**src/rtl/routing_error_correction_pkg.sv**
```systemverilog
// rtl/routing_error_correction_pkg.sv - shared Hamming(7,4) constants, types and encoder
//
// Purpose: codeword bit positions, codeword/destination types, display count and
//          the combinational Hamming(7,4) encoder used by the routing pipeline.
// Ports:   none (package).
package routing_error_correction_pkg;

  // Codeword positions, numbered 1..7 as in the classic Hamming layout.
  localparam int P1 = 1;
  localparam int P2 = 2;
  localparam int D1 = 3;
  localparam int P4 = 4;
  localparam int D2 = 5;
  localparam int D3 = 6;
  localparam int D4 = 7;

  localparam int DISPLAY_COUNT = 4;

  // Indexed [7:1] so that a bit index is the Hamming position itself.
  typedef logic [7:1] codeword_t;
  typedef logic [1:0] dest_t;

  // data[3] is d1 (payload MSB), data[0] is d4.
  function automatic codeword_t hamming74_encode(input logic [3:0] data);
    codeword_t cw;
    cw     = '0;
    cw[P1] = data[3] ^ data[2] ^ data[0];
    cw[P2] = data[3] ^ data[1] ^ data[0];
    cw[D1] = data[3];
    cw[P4] = data[2] ^ data[1] ^ data[0];
    cw[D2] = data[2];
    cw[D3] = data[1];
    cw[D4] = data[0];
    return cw;
  endfunction

endpackage

```
**src/rtl/routing_error_correction_decoder.sv**
```systemverilog
// rtl/routing_error_correction_decoder.sv - combinational Hamming(7,4) single-error corrector
//
// Purpose: computes the syndrome of a received codeword, flips the addressed
//          position when the syndrome is nonzero and extracts the 4 data bits.
// Ports:   cw       in  7  received codeword, bit index = Hamming position
//          data     out 4  corrected data {pos3,pos5,pos6,pos7}, MSB first
//          syndrome out 3  {s4,s2,s1}; nonzero value names the bad position
module hamming74_decoder
  import routing_error_correction_pkg::*;
(
  input  codeword_t   cw,
  output logic [3:0]  data,
  output logic [2:0]  syndrome
);

  codeword_t fix_mask;
  codeword_t fixed_cw;

  always_comb begin
    syndrome[0] = cw[P1] ^ cw[D1] ^ cw[D2] ^ cw[D4];
    syndrome[1] = cw[P2] ^ cw[D1] ^ cw[D3] ^ cw[D4];
    syndrome[2] = cw[P4] ^ cw[D2] ^ cw[D3] ^ cw[D4];
  end

  // Bit index 1 is the LSB of codeword_t, so shifting by (s-1) lands on position s.
  always_comb begin
    fix_mask = '0;
    if (syndrome != 3'd0) begin
      fix_mask = codeword_t'(7'b1 << (syndrome - 3'd1));
    end
    fixed_cw = cw ^ fix_mask;
  end

  assign data = {fixed_cw[D1], fixed_cw[D2], fixed_cw[D3], fixed_cw[D4]};

endmodule

```
**src/rtl/routing_error_correction.sv**
```systemverilog
// rtl/routing_error_correction.sv - three-stage Hamming-protected routing pipeline to four displays
//
// Purpose: registers {dest,payload}, encodes the payload into a Hamming(7,4)
//          codeword with optional deterministic single-bit corruption, then
//          corrects it and writes the data into the addressed display register.
// Ports:   clk      in  1  rising-edge clock
//          rst      in  1  asynchronous active-low reset
//          d_in     in  6  [0:1] destination (d_in[0] MSB), [2:5] payload (d_in[2] MSB)
//          d_disp0  out 4  display for destination 00 (bit 1 = MSB)
//          d_disp1  out 4  display for destination 01
//          d_disp2  out 4  display for destination 10
//          d_disp3  out 4  display for destination 11
// Param:   INJECT_EN 1 = invert codeword position k when the injection counter is k (k=1..7)
module routing_error_correction
  import routing_error_correction_pkg::*;
#(
  parameter bit INJECT_EN = 1'b1
) (
  input  logic       clk,
  input  logic       rst,
  input  logic [0:5] d_in,
  output logic [1:4] d_disp0,
  output logic [1:4] d_disp1,
  output logic [1:4] d_disp2,
  output logic [1:4] d_disp3
);

  // Stage 1: raw input register.
  dest_t       in_dest;
  logic [3:0]  in_payload;

  // Stage 2: (possibly corrupted) codeword register; destination travels uncoded.
  codeword_t   cw_reg;
  dest_t       cw_dest;

  logic [2:0]  inj_cnt;
  codeword_t   inj_mask;
  codeword_t   tx_cw;

  logic [3:0]  dec_data;
  logic [2:0]  syndrome;

  logic [3:0]  disp [DISPLAY_COUNT];

  always_ff @(posedge clk or negedge rst) begin
    if (!rst) begin
      in_dest    <= '0;
      in_payload <= '0;
    end else begin
      in_dest    <= d_in[0:1];
      in_payload <= d_in[2:5];
    end
  end

  // Free-running phase counter; its value selects which position gets flipped.
  always_ff @(posedge clk or negedge rst) begin
    if (!rst) begin
      inj_cnt <= 3'd0;
    end else begin
      inj_cnt <= inj_cnt + 3'd1;
    end
  end

  always_comb begin
    inj_mask = '0;
    if (INJECT_EN && (inj_cnt != 3'd0)) begin
      inj_mask = codeword_t'(7'b1 << (inj_cnt - 3'd1));
    end
    tx_cw = hamming74_encode(in_payload) ^ inj_mask;
  end

  always_ff @(posedge clk or negedge rst) begin
    if (!rst) begin
      cw_reg  <= '0;
      cw_dest <= '0;
    end else begin
      cw_reg  <= tx_cw;
      cw_dest <= in_dest;
    end
  end

  hamming74_decoder u_dec (
    .cw       (cw_reg),
    .data     (dec_data),
    .syndrome (syndrome)
  );

  // Stage 3: routing demux; only the addressed display is updated.
  always_ff @(posedge clk or negedge rst) begin
    if (!rst) begin
      for (int i = 0; i < DISPLAY_COUNT; i++) begin
        disp[i] <= '0;
      end
    end else begin
      disp[cw_dest] <= dec_data;
    end
  end

  assign d_disp0 = disp[0];
  assign d_disp1 = disp[1];
  assign d_disp2 = disp[2];
  assign d_disp3 = disp[3];

endmodule

```
**config.mk**
```make
export PLATFORM = sky130hd
export DESIGN_NAME = routing_error_correction
export DESIGN_NICKNAME = d
export VERILOG_FILES = /design/src/rtl/routing_error_correction_pkg.sv /design/src/rtl/routing_error_correction_decoder.sv /design/src/rtl/routing_error_correction.sv
export SDC_FILE = /design/constraint.sdc
export NUM_CORES = 1
export LEC_CHECK = 0
export ABC_CLOCK_PERIOD_IN_PS = 2650
export CAP_MARGIN = 40
export CORE_AREA = 2 2 69 71
export CTS_CLUSTER_DIAMETER = 80
export DETAILED_ROUTE_END_ITERATION = 10
export DIE_AREA = 0 0 71 73
export GPL_TIMING_DRIVEN = 1
export HOLD_SLACK_MARGIN = 0.06
export PLACE_DENSITY_LB_ADDON = 0.12
export SKIP_LAST_GASP = 1
export SYNTH_ARGS = -nofsm -noshare
export SYNTH_HDL_FRONTEND = slang
export SYNTH_SLANG_ARGS = --single-unit
```
**constraint.sdc**
```tcl
create_clock -name clk -period 2.65 [get_ports clk]
set_input_delay 0.53 -clock clk [delete_from_list [all_inputs] [get_ports clk]]
set_output_delay 0.53 -clock clk [all_outputs]
set_load 0.01 [all_outputs]
```
==> impl.org <==
** Global routing
- Total congestion overflow after global routing :: 0
- Global-route wire length before repair :: about 5200 um
- Entering global routing, the biggest net connects 35 pins.
- Total Routing Usage GR :: approximately an eighth
- Vias in the first global route :: 1142
- The initial antenna violation count was 0.

** Synth
- The average instance in the mapped netlist occupies roughly 11 um^2.
- Sequential area share after synthesis :: 52.6%
- Number of flip-flops and latches in the synthesized netlist :: 34
- Number of distinct library cell variants in the gate-level netlist after synthesis :: 23
- Yosys printed 0 warnings.
- When the netlist entered floorplanning its net count stood at 163.
- Number of cells produced by synthesis :: approximately 150
- Cell area after synthesis :: approximately 0.0016 mm^2

** STA
- Number of hold violations in the final report :: 0
- Final Slew Violations :: 0
- Maximum frequency from static timing analysis :: around 430 MHz
- Setup violations, final :: 0
- Transition time at the pin with the least slew margin :: 570 ps
- Of the available clock period, the critical path in the final layout requires 87.7%.
- Max_slew headroom :: slightly above 60%
- Post-layout worst setup margin :: 326 ps
- Adding up every negative setup slack in the final design gives 0 ps.
- Post-route minimum period :: about 2300 ps
- Worst clock skew :: 5.78 ps
- Setup repair after global routing left no endpoint under its margin.

** Power
- Leakage power of the design :: approximately 0.83 nW
- Worst IR drop on VDD :: approximately 0.00029 V
- Per report_power, the combinational group accounts for 26.5% of the total.
- For this design the ratio of total power to cell area is slightly above 700 mW/mm^2.
- Fraction of power spent switching nets :: between 20% and 30%
- Sequential share of power :: a little under half
- Int Power :: around 990 uW
- For this design the total switching power over the nets is between 400 and 500 uW.
- The clock network burns between 20 and 30% of the power.

** Clock network
- Hold-fix buffers, CTS :: 0
- For the worst-skew pair, the clock arrives at the later sink with an insertion delay of about 280 ps.
- Counting along the longest clock path gives a buffer depth of 2.
- After clock tree synthesis, the clock-pin slew on the worst setup and hold paths is roughly 70 ps.
- TritonCTS built the clock tree.
- Post-CTS repair changed the size of 0 cells.
- The number of clock buffers added by TritonCTS is 5.
- Count of H-tree levels built during CTS :: 2
- Clock tree synthesis selected as its root buffer the cell clkbuf_8.
- Number of buffers inserted by post-CTS setup repair :: 0
- Sink count of the clock tree :: 34

** Die
- The floorplan has 25 rows.
- Number of primary I/O pins :: 24
- The die covers 0.00518 mm^2.
- Die Height :: 73 um
- In this run the standard cell core region covers ~0.0045 mm^2.
- The initial utilization of the core area, before any placement, comes to 35.7%.
- Die Width :: slightly above 70 um

** Detailed routing
- The routed design has ~3000 um of wire.
- After detailed routing, the number of remaining DRC violations is 0.
- Avg WL per Cell :: 13.1 um
- Routed via count divided by cell count :: around 5
- Router iterations before antenna repair :: 6
- Via count of the routed design :: about 1100
- Initial detailed-routing violation count :: 37
- Remaining antenna violation count after routing :: 0

** Finish
- The number of antenna diodes in the final layout is 0.
- Of the cells placed in the final design, the portion with a size suffix greater than 1 is around 8.7%.
- Fill cells in the final layout number between 400 and 500.
- Compared with the post-synthesis result, the final layout area differs by 22.7%.
- For this run, the number of standard cells in the final layout without fillers is around 230.
- Layout net count :: between 150 and 200
- The register with the most flip-flops in the layout has 7 of them.

** Worst setup path
- Slowest library cell on the worst path :: dfrtp_1
- STA classifies the critical path endpoint as a flip-flop.
- The signal on the critical path passes through xor2_2 > nand3_1 > nand2_1 > ha_1 > nor2_1 > nand4_1 > a21o_1 > a31oi_1.
- Largest fanout on the critical path :: 6
- Top cell family by delay on the critical path :: simple AND/OR/NAND/NOR gates
- Data arrives at the worst endpoint at ~2500 ps.
- Worst setup path category :: flip-flop to flip-flop
- Critical path buffers and inverters :: 0
- For the worst setup path, the data required time is about 2900 ps.
- CP peak stage delay :: around 540 ps
- Crit path launch type :: flip-flop

** Placed design
- Timing analysis after detailed placement gives a worst setup slack of between 300 and 400 ps.
- Port buffer count :: 23
- Post-DP HPWL :: 2230 um
- Cell count after placement :: approximately 220
- At the end of routability-driven placement, the weighted congestion stood at between 0.7 and 0.8.

** Worst hold path
- Hold Crit Class :: flip-flop to flip-flop

** Status
- Run status :: finished, final reports clean

** Job
- Max-cap violations in this run came to 0.
cell usage in the layout (no fill, tap or decap):
master and count:
clkinv_2 1, a21o_1 4, xnor2_1 12, nor2b_1 4, xor2_1 4, nand2b_1 2
nor2_1 18, nand2_1 10, clkinvlp_4 1, clkbuf_8 6, inv_1 2, ha_1 8
a31oi_1 15, nand4_1 9, xnor2_2 3, buf_4 1, nor4_1 2, o21ai_0 1
clkdlybuf4s50_1 23, and2_1 2, dfrtp_1 34, nand3_1 7, xor2_2 3
power groups by stage:
stage	sequential [mW]	clock (mW)	combinational [mW]
floorplan	0.663	0	0.196
global placement	0.648	0	0.371
detailed placement	0.650	0	0.376
CTS	0.640	0.409	0.377
global route	0.648	0.431	0.411
finish	0.639	0.396	0.374
area by class of cell:
class / count / area [um^2] / area share, %
inverters: 2 / 7.51 / 0.378
clock buffers: 6 / 82.6 / 4.16
repair buffers: 24 / 238 / 12.0
multi-input cells: 104 / 726 / 36.6
flip-flops and latches: 34 / 851 / 42.9
clock inverters: 2 / 12.5 / 0.631
well taps: 54 / 67.6 / 3.40
synth_stat cells:
cell / n / area (um^2)
buf_2: 2 / 10.0
buf_1: 2 / 7.51
nor2_1: 18 / 67.6
a31oi_1: 15 / 93.8
xnor2_2: 3 / 48.8
nor2b_1: 4 / 25.0
nand4_1: 9 / 56.3
ha_1: 8 / 100
clkbuf_2: 1 / 5.00
o21ai_0: 1 / 5.00
and2_1: 2 / 12.5
xor2_1: 4 / 35.0
a21o_1: 4 / 30.0
clkbuf_1: 1 / 3.75
nand2_1: 10 / 37.5
nor4_1: 2 / 12.5
xnor2_1: 12 / 105
nand2b_1: 2 / 12.5
inv_1: 2 / 7.51
buf_4: 1 / 7.51
dfrtp_1: 34 / 851
xor2_2: 3 / 48.8
nand3_1: 7 / 35.0
path summary, 6_finish.rpt:
kind	start	end	slack, ps	cells after the start
worst min register to register	in_dest[1]	cw_dest[1]	350	0
min in group asynchronous	rst	d_disp1[1]	650	2
max in group asynchronous	rst	d_disp0[3]	1700	2
worst max register to register	cw_reg[6]	d_disp0[3]	330	8
worst min-delay path	in_dest[1]	cw_dest[1]	350	0
worst max-delay path	cw_reg[6]	d_disp0[3]	330	8
routing by layer:
layer	wire [um]	vias up	GRT usage, %
met1	1250	538	15.3
met2	1490	26	21.7
met5	0	-	0
met4	92	0	8.39
li1	-	552	-
met3	129	9	3.45
per-stage QoR:
step	util, %	cell area [um^2]	hold WS [ps]	total power [mW]
after detailed placement	41.7	1890	339	1.03
after global routing	43.8	1980	364	1.49
after CTS	43.8	1980	354	1.43
after floorplan	-	1620	234	0.858
final	43.8	1980	353	1.41
after global placement	41.7	1890	334	1.02
logic make-up (layout without fill, tap and decap cells):
logic type | Yosys count | after routing | synth area share, %
compound gates | 20 | 20 | 7.97
xor+xnor | 22 | 22 | 14.7
fa+ha+maj | 8 | 8 | 6.19
buf+inv | 9 | 34 | 2.55
flops | 34 | 34 | 52.6
simple gates | 54 | 54 | 16.0
Power figures use the tool's default switching activity.
